==> src/rtl/hsi_tx_pkg.sv <==
// Shared definitions for the slave-side HSI transmit path.
//   tx_state_e   : frame sequencer states of hsi_s_tx_arbiter
//   CRC16_*      : CRC16-CCITT polynomial and seed used for frame trailers
//   FLAG_*       : frame flag bytes common to the tx and rx sides
package hsi_tx_pkg;

  typedef enum logic [2:0] {
    StIdle,
    StData,
    StCrcHi,
    StCrcLo,
    StGap
  } tx_state_e;

  localparam logic [15:0] CRC16_POLY = 16'h1021;
  localparam logic [15:0] CRC16_INIT = 16'hFFFF;

  localparam logic [7:0] FLAG_ACK    = 8'h06;
  localparam logic [7:0] FLAG_NACK   = 8'h15;
  localparam logic [7:0] FLAG_STATUS = 8'h5A;

endpackage

==> src/rtl/hsi_crc16_byte.sv <==
// One-byte CRC16-CCITT update: MSB-first, no reflection, no final XOR.
//   crc_in  : running CRC before this byte
//   d       : data byte
//   crc_out : running CRC after this byte
module hsi_crc16_byte
  import hsi_tx_pkg::*;
(
  input  logic [15:0] crc_in,
  input  logic [7:0]  d,
  output logic [15:0] crc_out
);

  always_comb begin
    crc_out = crc_in ^ {d, 8'h00};
    for (int i = 0; i < 8; i++) begin
      crc_out = crc_out[15] ? ((crc_out << 1) ^ CRC16_POLY) : (crc_out << 1);
    end
  end

endmodule

==> src/rtl/hsi_s_tx_arbiter.sv <==
// Round-robin arbiter and frame sequencer in front of the slave-side serial coder.
// A grant is locked for a whole frame; bytes are forwarded one per coder busy period,
// followed by a CRC16 trailer and a minimum idle gap. A stalled source is aborted.
//   clk, n_rst       : clock, asynchronous active-low reset
//   clk_en           : bit-rate enable, drives the inter-frame gap counter only
//   req              : per-source frame request (level)
//   src_d            : source bytes, source i at [8i+7:8i]
//   src_d_rdy        : per-source byte valid
//   src_last         : byte is the last of its frame
//   src_ack          : one-clk pulse, byte consumed
//   grant/active_id  : one-hot grant and its index
//   cd_d, cd_d_rdy   : byte and load strobe to the coder
//   cd_busy          : coder serialising
//   frame_done       : pulse after CRC low byte has been serialised
//   frame_abort      : pulse on source stall timeout
module hsi_s_tx_arbiter
  import hsi_tx_pkg::*;
#(
  parameter int unsigned N_REQ       = 3,
  parameter int unsigned GAP_TICKS   = 16,
  parameter int unsigned TIMEOUT_CYC = 4096
) (
  input  logic               clk,
  input  logic               n_rst,
  input  logic               clk_en,
  input  logic [N_REQ-1:0]   req,
  input  logic [8*N_REQ-1:0] src_d,
  input  logic [N_REQ-1:0]   src_d_rdy,
  input  logic [N_REQ-1:0]   src_last,
  output logic [N_REQ-1:0]   src_ack,
  output logic [N_REQ-1:0]   grant,
  output logic [7:0]         cd_d,
  output logic               cd_d_rdy,
  input  logic               cd_busy,
  output logic               frame_done,
  output logic               frame_abort,
  output logic [2:0]         active_id
);

  tx_state_e        state_q, state_d;
  logic [N_REQ-1:0] grant_q, grant_d, src_ack_q, src_ack_d;
  logic [2:0]       active_id_q, active_id_d, rr_ptr_q, rr_ptr_d;
  logic [15:0]      crc_q, crc_d, crc_next, to_cnt_q, to_cnt_d;
  logic [7:0]       gap_cnt_q, gap_cnt_d, cd_d_q, cd_d_d;
  logic             cd_d_rdy_q, cd_d_rdy_d, wait_q, wait_d, lo_sent_q, lo_sent_d;
  logic             frame_done_q, frame_done_d, frame_abort_q, frame_abort_d;

  logic             slot_free, rdy_g, last_g, found;
  logic [7:0]       byte_g;
  logic [2:0]       win;

  // Granted source's signals, selected by the one-hot grant.
  always_comb begin
    rdy_g  = |(src_d_rdy & grant_q);
    last_g = |(src_last & grant_q);
    byte_g = '0;
    for (int i = 0; i < N_REQ; i++) begin
      if (grant_q[i]) byte_g = byte_g | src_d[8*i +: 8];
    end
  end

  // Round-robin search: priority k is source (rr_ptr + k) mod N_REQ.
  always_comb begin
    found = 1'b0;
    win   = '0;
    for (int unsigned k = 0; k < N_REQ; k++) begin
      for (int unsigned i = 0; i < N_REQ; i++) begin
        if (!found && req[i] &&
            ((i == rr_ptr_q + k) || (i + N_REQ == rr_ptr_q + k))) begin
          found = 1'b1;
          win   = 3'(i);
        end
      end
    end
  end

  hsi_crc16_byte u_crc (
    .crc_in  (crc_q),
    .d       (byte_g),
    .crc_out (crc_next)
  );

  // Wait flag blocks a second strobe until the coder has shown busy for the first.
  assign slot_free = !cd_busy && !wait_q;

  always_comb begin
    state_d       = state_q;
    grant_d       = grant_q;
    active_id_d   = active_id_q;
    rr_ptr_d      = rr_ptr_q;
    crc_d         = crc_q;
    to_cnt_d      = to_cnt_q;
    gap_cnt_d     = gap_cnt_q;
    cd_d_d        = cd_d_q;
    cd_d_rdy_d    = 1'b0;
    src_ack_d     = '0;
    frame_done_d  = 1'b0;
    frame_abort_d = 1'b0;
    lo_sent_d     = lo_sent_q;
    wait_d        = cd_busy ? 1'b0 : wait_q;

    case (state_q)
      StIdle: begin
        if (found) begin
          state_d     = StData;
          grant_d     = {{(N_REQ-1){1'b0}}, 1'b1} << win;
          active_id_d = win;
          rr_ptr_d    = (win == 3'(N_REQ - 1)) ? 3'd0 : win + 3'd1;
          crc_d       = CRC16_INIT;
          to_cnt_d    = '0;
        end
      end
      StData: begin
        if (slot_free) begin
          if (rdy_g) begin
            // A byte always beats a coincident timeout.
            cd_d_d     = byte_g;
            cd_d_rdy_d = 1'b1;
            wait_d     = 1'b1;
            src_ack_d  = grant_q;
            crc_d      = crc_next;
            to_cnt_d   = '0;
            if (last_g) state_d = StCrcHi;
          end else if (to_cnt_q == 16'(TIMEOUT_CYC - 1)) begin
            frame_abort_d = 1'b1;
            grant_d       = '0;
            gap_cnt_d     = '0;
            state_d       = StGap;
          end else begin
            to_cnt_d = to_cnt_q + 16'd1;
          end
        end
      end
      StCrcHi: begin
        if (slot_free) begin
          cd_d_d     = crc_q[15:8];
          cd_d_rdy_d = 1'b1;
          wait_d     = 1'b1;
          lo_sent_d  = 1'b0;
          state_d    = StCrcLo;
        end
      end
      StCrcLo: begin
        if (slot_free) begin
          if (!lo_sent_q) begin
            cd_d_d     = crc_q[7:0];
            cd_d_rdy_d = 1'b1;
            wait_d     = 1'b1;
            lo_sent_d  = 1'b1;
          end else begin
            // Low byte strobed and coder idle again: frame is complete.
            frame_done_d = 1'b1;
            grant_d      = '0;
            gap_cnt_d    = '0;
            lo_sent_d    = 1'b0;
            state_d      = StGap;
          end
        end
      end
      StGap: begin
        if (clk_en && !cd_busy) begin
          if (gap_cnt_q == 8'(GAP_TICKS - 1)) state_d = StIdle;
          else gap_cnt_d = gap_cnt_q + 8'd1;
        end
      end
      default: state_d = StIdle;
    endcase
  end

  always_ff @(posedge clk or negedge n_rst) begin
    if (!n_rst) begin
      state_q       <= StIdle;
      grant_q       <= '0;
      active_id_q   <= '0;
      rr_ptr_q      <= '0;
      crc_q         <= CRC16_INIT;
      to_cnt_q      <= '0;
      gap_cnt_q     <= '0;
      cd_d_q        <= '0;
      cd_d_rdy_q    <= 1'b0;
      src_ack_q     <= '0;
      frame_done_q  <= 1'b0;
      frame_abort_q <= 1'b0;
      wait_q        <= 1'b0;
      lo_sent_q     <= 1'b0;
    end else begin
      state_q       <= state_d;
      grant_q       <= grant_d;
      active_id_q   <= active_id_d;
      rr_ptr_q      <= rr_ptr_d;
      crc_q         <= crc_d;
      to_cnt_q      <= to_cnt_d;
      gap_cnt_q     <= gap_cnt_d;
      cd_d_q        <= cd_d_d;
      cd_d_rdy_q    <= cd_d_rdy_d;
      src_ack_q     <= src_ack_d;
      frame_done_q  <= frame_done_d;
      frame_abort_q <= frame_abort_d;
      wait_q        <= wait_d;
      lo_sent_q     <= lo_sent_d;
    end
  end

  assign grant       = grant_q;
  assign active_id   = active_id_q;
  assign src_ack     = src_ack_q;
  assign cd_d        = cd_d_q;
  assign cd_d_rdy    = cd_d_rdy_q;
  assign frame_done  = frame_done_q;
  assign frame_abort = frame_abort_q;

endmodule

==> config.mk <==
export PLATFORM = sky130hd
export DESIGN_NAME = hsi_s_tx_arbiter
export DESIGN_NICKNAME = d
export VERILOG_FILES = /design/src/rtl/hsi_tx_pkg.sv /design/src/rtl/hsi_crc16_byte.sv /design/src/rtl/hsi_s_tx_arbiter.sv
export SDC_FILE = /design/constraint.sdc
export NUM_CORES = 1
export LEC_CHECK = 0
export ABC_AREA = 1
export BUFFER_PORTS_ARGS = -buffer_cell sky130_fd_sc_hd__buf_2
export CORE_MARGIN = 2
export CORE_UTILIZATION = 44
export CTS_CLUSTER_DIAMETER = 150
export DETAILED_ROUTE_END_ITERATION = 10
export HOLD_SLACK_MARGIN = 0.1
export SLEW_MARGIN = 0
export SYNTH_ARGS = -nofsm -noshare
export SYNTH_HDL_FRONTEND = slang
export SYNTH_SLANG_ARGS = --single-unit
==> constraint.sdc <==
create_clock -name clk -period 3.65 [get_ports clk]
set_clock_uncertainty 0.15 [all_clocks]
set_input_delay 0.5475 -clock clk [delete_from_list [all_inputs] [get_ports clk]]
set_output_delay 0.5475 -clock clk [all_outputs]
set_load 0.03 [all_outputs]
==> summary.md <==
| Metric | Value |
|---|---|
| Site Rows | 36 |
| R2r setup slk | 0.82 ns |
| Critical path launch point type | flip-flop |
| ANT nets after route | 0 |
| Die area | 10900 um2 |
| Crit Path Category | reg -> reg |
| Largest net degree at the start of global routing | 38 |
| Reg area | 1700 um2 |
| Crit path arrival time | 2.98 ns |
| CTS tree | done |
| P_sw | 0.936 mW |
| Initial antenna violation count | 0 |
| Multi-input gate area | 2400 um2 |
| Combinational Power Share | 30.2% |
| Post-Syn Instances | 624 |
| Most frequent cell after synthesis | nand2_1 |
| Flop pwr share | 43.8% |
| Die Height | 105 um |
| Status | completed |
| Area added between synthesis and finish | 12.6% |
| DR iter-0 viols | 256 |
| Synth cell types | 44 |
| Gpl congestion | 0.936 |
| Final worst path period share | 77.6% |
| Sum Neg Setup Slack | 0 ns |
| Worst Tran Pin Value | 0.677 ns |
| Clk sinks | 67 |
| Relative slew slack | 54.9% |
| Ys async rst share | 100% |
| Post-Route WL | 12000 um |
| Fillers | 1044 |
| Crit. Startpoint | rr_ptr_q[1]$_DFFE_PN0P_ |
| Post-Synthesis Net Count | 666 |
| Initial Util | 45.4% |
| Pint | 1.50 mW |
| DRC viols | 0 |
| Top FF cell, synth | dfrtp_1 |
| Worst EP required | 3.80 ns |
| Synthesized area | 4450 um2 |
| Yosys top cell by area | dfrtp_1 |
| Routed vias | 4280 |
| CP endpoint kind | flip-flop |
| Clock buffer depth | 2 |
| CP cell instances | nand2_1, inv_2, ha_1, nor2_1, nand2_1, nand2_1, nand2_1, inv_2, nor2_2, nand4_2, nor2_4, nand3_4, nand3_4, nand2_1, nand2_1 |
| Final design utilization | 51.1% |
| GRT overflow | 0 |
| Global Route Usage Sum | 23.3% |
| Share of the synthesized area in the top cell type | 28.7% |
| Antenna diode instance count | 0 |
| First-pass GRT wire length | 20700 um |
| Area contributors post-synth | dfrtp_1 (29%), nand2_1 (18%), dfstp_2 (9.4%), nand4_1 (6.2%), nand3_1 (4.8%) |
| Layout cells sized above 1 | 18.9% |
| Leak Pwr | 2.46 nW |
| Final Max Slew Viols | 0 |
| Nets | 719 |
| Pwr Density | 486 nW/um2 |
| Postcts setup bufs | 0 |
| Clock buffer count from CTS | 9 |
| Wire per inst | 14.7 um |
| CP max FO | 37 |
| R2R Path End | to_cnt_q[13]$_DFFE_PN0P_ |
| DP Wirelength | 8880 um |
| Final hold vios | 0 |
| Sw Share | 38.5% |
| Reg clk slew, reported paths | 0.08 ns |
| Buffers added on ports | 55 |
| Root buf cell | clkbuf_8 |
| Most frequent CP cell | nand2_1 |
| Maximum vdd drop | 0.000253 V |
| Vias per cell | 5.25 |
| Worst R2R Path Depth | 15 |
| Hold crit path type | in -> reg |
| R2r startpoint | rr_ptr_q[1]$_DFFE_PN0P_ |
| Final setup fails | 0 |
| Share of the yosys chip area belonging to registers | 38.1% |
| Core area | 9820 um2 |
| Synth Register Bits | 67 |
| Vias in the first global route | 4130 |
| Clock power share | 26.0% |
| Fmax achieved | 0.353 GHz |
| Crit path time final | 2.83 ns |
| Avg Cell Area, Syn | 7.14 um2 |
| Die Wd | 105 um |
| Number of enable flip-flop cells after synthesis | 0 |
| Worst path max stage delay | 0.45 ns |
| Warnings from Yosys | 0 |
| CP max-delay cell | dfrtp_1 |
| Worst setup path endpoint | to_cnt_q[13]$_DFFE_PN0P_ |
| Max_cap viols | 0 |
| Synth top cells by count | nand2_1 (213), nor2_1 (56), inv_1 (53) |
| Drt first pass iters | 5 |
| Clk_lat worst skew | 0.36 ns |
| Boundary pin count | 57 |
| Htree depth | 3 |
| RSZ-0062 raised after global routing | false |
-- worst min path at each step --
stage                         start                        to  cells after the start
6_report                    cd_busy          wait_q$_DFF_PN0_                      4
2_1_floorplan                 n_rst  active_id[0]$_DFFE_PN0P_                      0
3_3_place_gp   crc_q[9]$_DFFE_PN1P_      crc_q[9]$_DFFE_PN1P_                      2
3_5_place_dp   crc_q[9]$_DFFE_PN1P_      crc_q[9]$_DFFE_PN1P_                      2
4_1_cts                     cd_busy          wait_q$_DFF_PN0_                      4
5_1_grt                     cd_busy          wait_q$_DFF_PN0_                      4
-- logic make-up (layout without fill, tap and decap cells) --
logic type,Yosys count,in the layout,synth area share [%]
buffers and inverters,81,139,7.92
other,1,1,0.0842
flip-flops,67,67,38.1
AO/OA/AOI/OAI,52,52,7.19
AND/OR/NAND/NOR,397,397,41.2
XOR/XNOR,21,21,4.13
adder cells (fa/ha/maj),5,5,1.40
-- through the flow --
step	total power [mW]	hold WS [ns]	setup WS [ns]	instances	instance area (um2)
after global routing	2.64	0.341	0.529	815	5010
after CTS	2.45	0.307	0.816	815	5010
after global placement	1.80	0.306	0.890	798	4810
after detailed placement	1.81	0.305	0.836	798	4810
final	2.43	0.306	0.817	815	5010
after floorplan	1.62	0.102	1.37	624	4450
-- state kept, by name (all words and copies together), names as in the netlist, 2 cells and up --
name       count
active_id      2
grant          3
state_q        3
crc_q         16
gap_cnt_q      8
src_ack        3
cd_d           8
to_cnt_q      16
rr_ptr_q       3
-- worst max-delay path, delay by kind of cell, from the launching register on --
| kind | cells | cell delay, ns |
|---|---|---|
| fa+ha+maj | 1 | 0.35 |
| flops | 1 | 0.45 |
| simple gates | 12 | 1.71 |
| buf+inv | 2 | 0.10 |
-- repair_timing --
item	CTS	global route
hold endpoints to repair	14	0
hold buffers	1	0
gates resized for setup	0	0
-- per-layer routing --
metal	up-vias	share of wire [%]	global-route usage [%]
met2	83	47	37.7
met5	-	0	0
met3	16	3.7	3.62
met1	2018	48	32.1
li1	2163	-	-
met4	0	1.2	7.43
-- power groups by stage --
stage | sequential [mW] | combinational (mW) | clock [mW]
CTS | 1.07 | 0.738 | 0.644
floorplan | 1.05 | 0.572 | 0
global placement | 1.08 | 0.719 | 0
finish | 1.07 | 0.736 | 0.632
global route | 1.09 | 0.865 | 0.682
detailed placement | 1.08 | 0.736 | 0
-- area by class of cell --
class | instances | area share [%]
Sequential cell | 67 | 33.8
Timing Repair Buffer | 60 | 6.29
Inverter | 63 | 4.77
Clock buffer | 9 | 2.47
Multi-Input combinational cell | 476 | 48.0
Clock inverter | 7 | 1.37
Tap cell | 133 | 3.32
-- placed cells by master (no fill, tap or decap), types with 4 or more instances in the layout --
cell type and instances:
nor2_1 56, inv_1 53, buf_4 4, ha_1 5, nand2_1 213, a21oi_1 17, o21ai_0 9, dfstp_2 16
nand2_2 4, nand4_1 44, xor2_1 18, clkbuf_8 9, buf_2 55, o21ai_1 4, nor2_4 5, o22ai_1 6
dfrtp_1 51, inv_2 9, nor3_1 13, nor2_2 4, nand3_1 43
Note: power is estimated with default switching activity, not from simulation.
